<file path="src/rtl/sram_arb_pkg.sv">
// Shared types and helpers for the two-port SRAM arbiter.
package sram_arb_pkg;

  typedef enum logic {INIT = 1'b0, RUN = 1'b1} state_t;
  typedef enum logic {REQ_A = 1'b0, REQ_B = 1'b1} req_id_t;

  localparam int STAT_WIDTH = 16;

  // Increment that sticks at all-ones instead of wrapping.
  function automatic logic [STAT_WIDTH-1:0] sat_inc(input logic [STAT_WIDTH-1:0] v);
    logic [STAT_WIDTH-1:0] r;
    if (v == {STAT_WIDTH{1'b1}}) begin
      r = v;
    end else begin
      r = v + STAT_WIDTH'(1);
    end
    return r;
  endfunction

endpackage

</file>
<file path="src/rtl/sram_arbiter_2p_rr_arb2.sv">
// Two-input round-robin picker: combinational grant, registered last winner.
module rr_arb2
  import sram_arb_pkg::*;
(
  input  logic clk,
  input  logic rst,
  input  logic en,
  input  logic req_a,
  input  logic req_b,
  output logic gnt_a,
  output logic gnt_b
);

  req_id_t rr_last_r;
  logic    gnt_a_s;
  logic    gnt_b_s;

  // Pick a winner; on a tie the requester that did not win last goes first.
  always_comb begin
    gnt_a_s = 1'b0;
    gnt_b_s = 1'b0;
    if (en) begin
      if (req_a && req_b) begin
        if (rr_last_r == REQ_B) begin
          gnt_a_s = 1'b1;
        end else begin
          gnt_b_s = 1'b1;
        end
      end else begin
        gnt_a_s = req_a;
        gnt_b_s = req_b;
      end
    end else begin
      gnt_a_s = 1'b0;
      gnt_b_s = 1'b0;
    end
  end

  // Remember the most recent winner; idle cycles leave it untouched.
  always_ff @(posedge clk or negedge rst) begin
    if (!rst) begin
      rr_last_r <= REQ_B;
    end else if (gnt_a_s) begin
      rr_last_r <= REQ_A;
    end else if (gnt_b_s) begin
      rr_last_r <= REQ_B;
    end else begin
      rr_last_r <= rr_last_r;
    end
  end

  assign gnt_a = gnt_a_s;
  assign gnt_b = gnt_b_s;

endmodule

</file>
<file path="src/rtl/sram_arbiter_2p.sv">
// Shares one single-port SRAM between requesters A and B after a zero-fill pass.
// Optional grant/conflict counters are enabled with `define SRAM_ARB_STATS_EN.
module sram_arbiter_2p
  import sram_arb_pkg::*;
#(
  parameter int ADDR_WIDTH = 4,
  parameter int DATA_WIDTH = 4,
  parameter int DEPTH      = 16
) (
  input  logic                  clk,
  input  logic                  rst,
  input  logic                  a_req,
  input  logic                  a_wr,
  input  logic [ADDR_WIDTH-1:0] a_addr,
  input  logic [DATA_WIDTH-1:0] a_din,
  output logic                  a_gnt,
  output logic                  a_rvalid,
  output logic [DATA_WIDTH-1:0] a_rdata,
  input  logic                  b_req,
  input  logic                  b_wr,
  input  logic [ADDR_WIDTH-1:0] b_addr,
  input  logic [DATA_WIDTH-1:0] b_din,
  output logic                  b_gnt,
  output logic                  b_rvalid,
  output logic [DATA_WIDTH-1:0] b_rdata,
  output logic                  mem_wr,
  output logic [ADDR_WIDTH-1:0] mem_addr,
  output logic [DATA_WIDTH-1:0] mem_din,
  input  logic [DATA_WIDTH-1:0] mem_dout,
  output logic                  init_done
`ifdef SRAM_ARB_STATS_EN
  ,
  output logic [STAT_WIDTH-1:0] a_gnt_cnt,
  output logic [STAT_WIDTH-1:0] b_gnt_cnt,
  output logic [STAT_WIDTH-1:0] conflict_cnt
`endif
);

  localparam logic [ADDR_WIDTH-1:0] LAST_ADDR = ADDR_WIDTH'(DEPTH - 1);

  state_t                  state_r, state_nxt_s;
  logic [ADDR_WIDTH-1:0]   init_cnt_r, init_cnt_nxt_s;
  logic                    init_done_r, init_done_nxt_s;
  logic                    rd_pend_r, rd_pend_nxt_s;
  req_id_t                 rd_owner_r, rd_owner_nxt_s;
  logic [ADDR_WIDTH-1:0]   last_addr_r;
  logic                    gnt_a_s, gnt_b_s;
  logic                    mem_wr_s;
  logic [ADDR_WIDTH-1:0]   mem_addr_s;
  logic [DATA_WIDTH-1:0]   mem_din_s;

  rr_arb2 u_rr (
    .clk   (clk),
    .rst   (rst),
    .en    (state_r == RUN),
    .req_a (a_req),
    .req_b (b_req),
    .gnt_a (gnt_a_s),
    .gnt_b (gnt_b_s)
  );

  // Next state and SRAM drive; an idle cycle reads the held address and drops it.
  always_comb begin
    state_nxt_s     = state_r;
    init_cnt_nxt_s  = init_cnt_r;
    init_done_nxt_s = init_done_r;
    rd_pend_nxt_s   = 1'b0;
    rd_owner_nxt_s  = rd_owner_r;
    mem_wr_s        = 1'b0;
    mem_addr_s      = last_addr_r;
    mem_din_s       = '0;
    case (state_r)
      INIT: begin
        mem_wr_s   = 1'b1;
        mem_addr_s = init_cnt_r;
        if (init_cnt_r == LAST_ADDR) begin
          state_nxt_s     = RUN;
          init_done_nxt_s = 1'b1;
          init_cnt_nxt_s  = '0;
        end else begin
          init_cnt_nxt_s  = init_cnt_r + ADDR_WIDTH'(1);
        end
      end
      RUN: begin
        if (gnt_a_s) begin
          mem_wr_s       = a_wr;
          mem_addr_s     = a_addr;
          mem_din_s      = a_din;
          rd_pend_nxt_s  = ~a_wr;
          rd_owner_nxt_s = REQ_A;
        end else if (gnt_b_s) begin
          mem_wr_s       = b_wr;
          mem_addr_s     = b_addr;
          mem_din_s      = b_din;
          rd_pend_nxt_s  = ~b_wr;
          rd_owner_nxt_s = REQ_B;
        end else begin
          mem_wr_s       = 1'b0;
        end
      end
      default: begin
        state_nxt_s = INIT;
      end
    endcase
  end

  // Control state, init counter and the one-deep read-return pipeline.
  always_ff @(posedge clk or negedge rst) begin
    if (!rst) begin
      state_r     <= INIT;
      init_cnt_r  <= '0;
      init_done_r <= 1'b0;
      rd_pend_r   <= 1'b0;
      rd_owner_r  <= REQ_A;
      last_addr_r <= '0;
    end else begin
      state_r     <= state_nxt_s;
      init_cnt_r  <= init_cnt_nxt_s;
      init_done_r <= init_done_nxt_s;
      rd_pend_r   <= rd_pend_nxt_s;
      rd_owner_r  <= rd_owner_nxt_s;
      last_addr_r <= mem_addr_s;
    end
  end

  assign a_gnt     = gnt_a_s;
  assign b_gnt     = gnt_b_s;
  assign a_rvalid  = rd_pend_r && (rd_owner_r == REQ_A);
  assign b_rvalid  = rd_pend_r && (rd_owner_r == REQ_B);
  assign a_rdata   = a_rvalid ? mem_dout : '0;
  assign b_rdata   = b_rvalid ? mem_dout : '0;
  assign mem_wr    = mem_wr_s;
  assign mem_addr  = mem_addr_s;
  assign mem_din   = mem_din_s;
  assign init_done = init_done_r;

`ifdef SRAM_ARB_STATS_EN
  logic [STAT_WIDTH-1:0] a_cnt_r, b_cnt_r, conf_cnt_r;

  // Saturating grant and contention counters.
  always_ff @(posedge clk or negedge rst) begin
    if (!rst) begin
      a_cnt_r    <= '0;
      b_cnt_r    <= '0;
      conf_cnt_r <= '0;
    end else begin
      a_cnt_r    <= gnt_a_s ? sat_inc(a_cnt_r) : a_cnt_r;
      b_cnt_r    <= gnt_b_s ? sat_inc(b_cnt_r) : b_cnt_r;
      conf_cnt_r <= (state_r == RUN && a_req && b_req) ? sat_inc(conf_cnt_r) : conf_cnt_r;
    end
  end

  assign a_gnt_cnt    = a_cnt_r;
  assign b_gnt_cnt    = b_cnt_r;
  assign conflict_cnt = conf_cnt_r;
`endif

endmodule

</file>
<file path="config.mk">
export PLATFORM = sky130hd
export DESIGN_NAME = sram_arbiter_2p
export DESIGN_NICKNAME = d
export VERILOG_FILES = /design/src/rtl/sram_arb_pkg.sv /design/src/rtl/sram_arbiter_2p_rr_arb2.sv /design/src/rtl/sram_arbiter_2p.sv
export SDC_FILE = /design/constraint.sdc
export NUM_CORES = 1
export LEC_CHECK = 0
export CAP_MARGIN = 20
export CORE_MARGIN = 2
export CORE_UTILIZATION = 36
export CTS_CLUSTER_SIZE = 10
export DETAILED_ROUTE_END_ITERATION = 10
export PLACE_DENSITY_LB_ADDON = 0.05
export RECOVER_POWER = 100
export SYNTH_ARGS = -nofsm -noshare
export SYNTH_HDL_FRONTEND = slang
export SYNTH_HIERARCHICAL = 1
export SYNTH_SLANG_ARGS = --single-unit
</file>
<file path="constraint.sdc">
create_clock -name clk -period 2.15 [get_ports clk]
set_input_delay 0.43 -clock clk [delete_from_list [all_inputs] [get_ports clk]]
set_output_delay 0.43 -clock clk [all_outputs]
set_load 0.01 [all_outputs]
</file>
==> flow_metrics.env <==
export IMPL_via_per_inst=4.78
export IMPL_numCtsBuffers=3
export IMPL_synth_distinct_cells=31
export IMPL_crit_type="flip-flop to output pin"
export IMPL_dp_hpwl_um=1530
export IMPL_diodes=0
export IMPL_synth_top_cell_area_share=0.376
export IMPL_r2r_cells=6
export IMPL_setup_viol=0
export IMPL_ys_ff_latch=13
export IMPL_syn_nets=107
export IMPL_critPathTopFamily="flip-flops"
export IMPL_vias=817
export IMPL_crit_chain="inv_2 -> a21oi_4 -> and2b_4 -> buf_6 -> a22oi_2 -> nor2b_1 -> buf_2"
export IMPL_p_sw_frac=0.281
export IMPL_io_pins=48
export IMPL_core_sq_um=2150
export IMPL_p_clk_frac=0.221
export IMPL_gp_congestion=0.808
export IMPL_worst_path_stages=7
export IMPL_period_needed_ps=2130
export IMPL_critical_path_endpoint_type="output pin"
export IMPL_final_nets=171
export IMPL_ys_async_sr_fraction=1.00
export IMPL_netlist_instances=80
export IMPL_grt_max_degree=22
export IMPL_grt_antenna_before_repair=0
export IMPL_leakage_uw=0.000640
export IMPL_seqPwrFrac=0.406
export IMPL_wirelength_um=2140
export IMPL_dieWidth_um=51.1
export IMPL_drt_iter0_drc=12
export IMPL_final_cells=171
export IMPL_io_buffers=47
export IMPL_die_h_um=51.1
export IMPL_holdBufCountCts=0
export IMPL_slew_headroom=0.624
export IMPL_cts_tree="yes"
export IMPL_yosysWarningCount=6
export IMPL_clock_path_buffers=2
export IMPL_h_tree_depth=1
export IMPL_yosys_area_top_type="dfrtp_1"
export IMPL_grt_pass1_wl_um=3570
export IMPL_power_switching_uw=191
export IMPL_met2_length_um=1090
export IMPL_worstMarginPinSlew_ps=562
export IMPL_met3_wirelength_um=133
export IMPL_hold_path_class="flip-flop to flip-flop"
export IMPL_setup_tns_final_ps=0
export IMPL_met1_length_um=898
export IMPL_finalCritPeriodShare=0.989
export IMPL_synth_area_sq_um=800
export IMPL_clk_latency_ps=270
export IMPL_clk_pin_slew_ps=80
export IMPL_crit_path_top_delay_cell="dfstp_2"
export IMPL_ys_seq_area_frac=0.408
export IMPL_die_area_sq_um=2610
export IMPL_whs_path_depth=1
export IMPL_synth_edff_count=0
export IMPL_cts_sinks=13
export IMPL_overflow=0
export IMPL_finalHoldViolCount=0
export IMPL_rows=17
export IMPL_cpPeakStageDelay_ps=550
export IMPL_p_int_uw=488
export IMPL_finish_utilization=0.659
export IMPL_grt_pass1_vias=794
export IMPL_slew_violations=0
export IMPL_cp_data_required_time_ps=1720
export IMPL_power_frac_comb=0.373
export IMPL_fin_skew_ps=2.04
export IMPL_avgSynthCellArea_sq_um=9.99
export IMPL_cp_max_fo=4
export IMPL_grt_usage=0.183
export IMPL_dp_cells=158
export IMPL_top_layer_used="met4"
export IMPL_start_kind="flip-flop"
export IMPL_status="finished, final reports clean"
export IMPL_cts_root_buf="clkbuf_4"
export IMPL_synth_ff_type="dfrtp_1"
export IMPL_pwr_density_cell_nw_per_um2=479
export IMPL_peakVddDrop_mv=0.352
export IMPL_max_freq_mhz=470
export IMPL_avgRoutedWirePerCell_um=12.5
export IMPL_drive_above_1_share=0.329
export IMPL_drc_errors=0
export IMPL_synthTopCellsByArea="dfrtp_1 38%, nor2b_1 5.5%, mux2i_1 5.0%, a22oi_2 4.7%, and2_1 3.9%"
export IMPL_path_buf_inv=3
export IMPL_dr_pass1_iters=4
export IMPL_drv_cap=0
export IMPL_start_util=0.372
export IMPL_rsz0062_at_grt="yes"
export IMPL_area_growth_pct=77.2
export IMPL_crit_arrival_ps=1700
export IMPL_ant_nets=0
==> placed cells by master, fill, tap and decap left out, types with 4 or more instances in the layout <==
| master | synthesis | routed |
|---|---|---|
| buf_4 | 1 | 12 |
| clkdlybuf4s50_1 | 0 | 33 |
| nand2_1 | 6 | 6 |
| dfrtp_1 | 12 | 11 |
| dlygate4sd2_1 | 0 | 4 |
| and2_1 | 5 | 5 |
| nor2b_1 | 7 | 7 |
| buf_2 | 1 | 8 |
| a22oi_2 | 3 | 4 |
| buf_6 | 2 | 4 |
| and3_1 | 5 | 5 |
| nand2b_1 | 4 | 4 |
==> area by class of cell <==
type                    count  area (sq um)
clock buffers               4          26.3
fillers                   190           732
inverters                   1          3.75
multi-input cells          62           465
flip-flops and latches     13           328
well taps                  28          35.0
repair buffers             63           558
==> flip-flops by register name, indices dropped and copies added (netlist names) <==
register,flops
init_cnt_r,4
rd_owner_r,1
state_r,1
rd_pend_r,1
init_done,1
u_rr/rr_last_r,1
last_addr_r,4
==> what timing repair did <==
action / CTS / global route
buffers inserted: 6 / 3
pin swaps: 1 / 1
setup endpoints to repair: 11 / 13
gates resized for setup: 44 / 12
gates cloned: 0 / 0
==> worst paths after layout <==
| path | from | endpoint | slack [ps] |
|---|---|---|---|
| max reg2reg | u_rr/rr_last_r | rd_pend_r | 820 |
| min | init_done | init_done | 480 |
| min reg2reg | init_done | init_done | 480 |
| min in group asynchronous | rst | last_addr_r[3] | 520 |
| max | u_rr/rr_last_r | mem_din[2] | 20 |
| max in group asynchronous | rst | rd_owner_r | 1230 |
==> cells in the mapped netlist, types with 2 or more instances <==
cell type and count:
a22oi_2 3, and2_1 5, nand2_1 6, buf_6 2, and3_1 5, a21oi_1 5
dfrtp_1 12, a22oi_1 2, a31oi_1 3, o21ai_0 4, mux2i_1 4, nand2b_1 4
nor2b_1 7
==> routing by layer <==
| metal | global-route usage | vias to the layer above |
|---|---|---|
| li1 | - | 410 |
| met1 | 0.223 | 379 |
| met2 | 0.307 | 26 |
| met3 | 0.0497 | 2 |
| met4 | 0.0676 | 0 |
| met5 | 0 | - |
==> power by group through the flow <==
stage | registers [uW] | logic, uW | clock network (uW)
floorplan | 277 | 97.0 | 0
global placement | 279 | 236 | 0
detailed placement | 279 | 237 | 0
CTS | 275 | 240 | 155
global route | 279 | 273 | 171
finish | 276 | 253 | 150
==> stage by stage <==
stage	instance area, sq um	worst slack [ps]	hold slack (ps)	total power [uW]
global route	1420	-83.8	512	723
CTS	1380	1.98	486	670
global placement	1320	-541	467	515
floorplan	800	264	134	374
detailed placement	1320	-539	468	516
finish	1420	23.0	481	679
==> cell families (layout without fill, tap and decap cells) <==
family,Yosys count,count (layout),share of synthesized area
AND/OR/NAND/NOR,31,31,0.232
AO/OA/AOI/OAI,24,24,0.221
flip-flops,13,13,0.408
multiplexers,5,5,0.0642
buffers and inverters,5,68,0.0485
adder cells (fa/ha/maj),1,1,0.0156
XOR/XNOR,1,1,0.0110
Power figures use the tool's default switching activity.
